## src/rtl/log_ops_pkg.sv

```systemverilog
// rtl/log_ops_pkg.sv - shared constants and types for the logical-operator block
package log_ops_pkg;

    localparam int DEFAULT_WIDTH = 4;

    // Registered result bundle, MSB first: u, v, x, y, z
    typedef struct packed {
        logic u;
        logic v;
        logic x;
        logic y;
        logic z;
    } log_res_t;

    localparam logic     RST_U   = 1'b0;
    localparam logic     RST_V   = 1'b0;
    localparam logic     RST_X   = 1'b0;
    localparam logic     RST_Y   = 1'b0;
    localparam logic     RST_Z   = 1'b0;
    localparam log_res_t RST_RES = '{u: RST_U, v: RST_V, x: RST_X, y: RST_Y, z: RST_Z};

endpackage

```

## src/rtl/log_truth.sv

```systemverilog
// rtl/log_truth.sv - reduces an operand to its 4-state truth value
module log_truth
    import log_ops_pkg::*;
#(
    parameter int WIDTH = DEFAULT_WIDTH
) (
    input  logic [WIDTH-1:0] op_i,
    output logic             truth_o
);

    // Reduction OR: any 1 gives 1, all 0 gives 0, otherwise x
    assign truth_o = |op_i;

endmodule

```

## src/rtl/log_operators.sv

```systemverilog
// rtl/log_operators.sv - registered logical AND/OR/NOT/mixed/NOR of three operands
module log_operators
    import log_ops_pkg::*;
#(
    parameter int WIDTH = DEFAULT_WIDTH
) (
    input  logic             clk,
    input  logic             rst_n,
    input  logic [WIDTH-1:0] a,
    input  logic [WIDTH-1:0] b,
    input  logic [WIDTH-1:0] c,
    output logic             u,
    output logic             v,
    output logic             x,
    output logic             y,
    output logic             z
);

    logic     ta;
    logic     tb;
    logic     tc;
    log_res_t res_d;
    log_res_t res_q;

    log_truth #(.WIDTH(WIDTH)) u_truth_a (.op_i(a), .truth_o(ta));
    log_truth #(.WIDTH(WIDTH)) u_truth_b (.op_i(b), .truth_o(tb));
    log_truth #(.WIDTH(WIDTH)) u_truth_c (.op_i(c), .truth_o(tc));

    // Logical network over the truth bits; logical operators keep x semantics
    always_comb begin
        res_d   = RST_RES;
        res_d.u = ta && tb;
        res_d.v = tb || tc;
        res_d.x = !ta;
        res_d.y = (ta || tb) && !tc;
        res_d.z = !(ta || tb || tc);
    end

    // Output register, cleared asynchronously while rst_n is low
    always_ff @(posedge clk or negedge rst_n) begin
        if (!rst_n) begin
            res_q <= RST_RES;
        end else begin
            res_q <= res_d;
        end
    end

    assign u = res_q.u;
    assign v = res_q.v;
    assign x = res_q.x;
    assign y = res_q.y;
    assign z = res_q.z;

endmodule

```

## config.mk

```make
export PLATFORM = sky130hd
export DESIGN_NAME = log_operators
export DESIGN_NICKNAME = d
export VERILOG_FILES = /design/src/rtl/log_ops_pkg.sv /design/src/rtl/log_truth.sv /design/src/rtl/log_operators.sv
export SDC_FILE = /design/constraint.sdc
export NUM_CORES = 1
export LEC_CHECK = 0
export ABC_AREA = 1
export CAP_MARGIN = 20
export CORE_AREA = 4 4 41 43
export DETAILED_ROUTE_END_ITERATION = 8
export DIE_AREA = 0 0 45 47
export SLEW_MARGIN = 25
export SYNTH_ARGS = -nofsm -noshare
export SYNTH_HDL_FRONTEND = slang
export SYNTH_HIERARCHICAL = 1
export SYNTH_SLANG_ARGS = --single-unit
```

## constraint.sdc

```tcl
create_clock -name clk -period 0.8 [get_ports clk]
set_input_delay 0.16 -clock clk [delete_from_list [all_inputs] [get_ports clk]]
set_output_delay 0.16 -clock clk [all_outputs]
set_load 0.005 [all_outputs]
```

==> impl_metrics.ini <==
[pwr]
peakVddDrop_v = 0.000296
leakagePower_nw = 0.255
fin_total_pwr_uw = 616
power_density_nw_per_um2 = 1480

[final_layout]
final_core_util = 0.320
drive_gt1_frac = 0.255
syn_to_final_growth_pct = 113
fin_cells = 62
nNetsFinal = 62
design_area_um2 = 417
n_antenna_cell = 0

[clock_tree]
cts_tree = yes
cts_buffer_depth = 2
htreeDepth = 1
clk_pin_slew_ps = 40
cts_sinks = 5
cts_buffers = 3
root_buffer = clkbuf_4

[detailed_routing]
wire_per_inst_um = 7.35
vias = 223
via_per_inst = 3.60
firstDrtPassIters = 2
drt_iter0_drc = 1
drtAntennaViolNets = 0
drc = 0
finalWirelength_um = 456

[yosys]
ys.warnings.count = 6
syn-num-nets = 37
avgSynthCellArea_um2 = 8.49
yosysSeqAreaShare = 0.641
synth-seq-cells = 5
syn-cell-area_um2 = 195
synth_cell_types = 5
synth_cells = 23

[flow_run]
maxCapViolations = 0

[worst_setup_path]
path_class = register to output port
crit_chain = buf_2
cp_max_fo = 1
cp-start-kind = register
path_buf_inv = 1
critPathSlowestCell = dfrtp_1
cp-startpoint = y
arrival_ps = 710
critPathTopFamily = flip-flops
cp.required_ps = 640
max_stage_delay_ps = 350
setup.worst_path.end_class = output port

[timing]
setup_viol = 5
setup_ws_ps = -65.2
setup_tns_ps = -308
fmax_ghz = 1.16
maxSlewHeadroom = 0.861
slew_violations = 0
worstMarginPinSlew_ps = 208
finalCriticalPeriod_ps = 865
period_share = 1.08
rsz0062_at_grt = yes
hold_viol = 0

[die]
core_area_um2 = 1300
fp-row-count = 13
dieHeight_um = 47
pin_count = 19
initial_core_util = 0.150
die_area_um2 = 2120
die_w_um = 45

[placement]
gp_congestion = 0.565
numPlacedInstances = 57
io_buffers = 18
place_area_um2 = 402
hpwlAfterDp_um = 359

[global_route]
grt_max_degree = 6
grt_pass1_wl_um = 600
gr-usage-met3 = 0.00383
grt_util_met2 = 0.0621
use_met1 = 0.0348
grt.busiest_layer = met4
grt_pass1_vias = 178
antenna_found_initial = 0
grt.total_usage = 0.0493
gr-total-overflow = 0

[outcome]
violations = negative setup slack
status = finished with violations

[hold_path]
min-delay-path-class = primary input to async pin
synthesized netlist by cell type:
library cell / count / share of area
nand2_1: 5 / 0.096
nor2_1: 9 / 0.17
inv_1: 3 / 0.058
or2_1: 1 / 0.032
dfrtp_1: 5 / 0.64
stage by stage:
stage / worst slack (ps) / hold slack [ps]
after floorplan: 136 / -136
final: -65.2 / 136
after global routing: -99.0 / 150
after global placement: -299 / 392
after CTS: -82.1 / 132
after detailed placement: -308 / 390
layout make-up:
| type | count | area (um^2) |
|---|---|---|
| clock buffers | 4 | 26.3 |
| repair buffers | 20 | 174 |
| inverters | 3 | 11.3 |
| multi-input cells | 15 | 61.3 |
| fillers | 149 | 885 |
| flip-flops and latches | 5 | 125 |
| well taps | 15 | 18.8 |
worst paths after layout:
path	cells after the start	slack, ps	to
max	1	-70	y
min in group clk	4	230	v
min	1	140	u
max in group asynchronous	1	490	y
what timing repair did:
item,4_1_cts,5_1_grt
resized for setup,27,7
pin swaps,7,7
setup endpoints to repair,7,8
hold endpoints to repair,0,0
setup buffers,0,1
hold buffers,0,0
routing by layer:
metal,share of wire,wire length (um)
met5,0,0
met2,0.39,176
met3,0.20,91
met1,0.32,146
met4,0.092,42
sequential cells by signal, indices dropped and copies added, names as in the netlist:
name  cells
v         1
y         1
z         1
u         1
x         1
where the power goes:
group          switching, mW  internal (mW)  total [mW]
registers            0.00104          0.259       0.260
clock network         0.0932          0.188       0.281
logic                 0.0238         0.0509      0.0747
logic make-up after synthesis:
family,count (synthesis),share of synthesized area
DFF,5,0.641
buffers and inverters,3,0.0577
and+or+nand+nor,15,0.301
layout by cell type, fill, tap and decap left out:
cell type and count:
buf_2 5, buf_4 2, clkbuf_1 1, clkbuf_4 3, clkdlybuf4s50_1 1, dfrtp_1 5
dlygate4sd2_1 7, dlymetal6s2s_1 5, inv_1 2, inv_2 1, nand2_1 5, nor2_1 8
nor2_2 1, or2_1 1
Note: power is estimated with default switching activity, not from simulation.
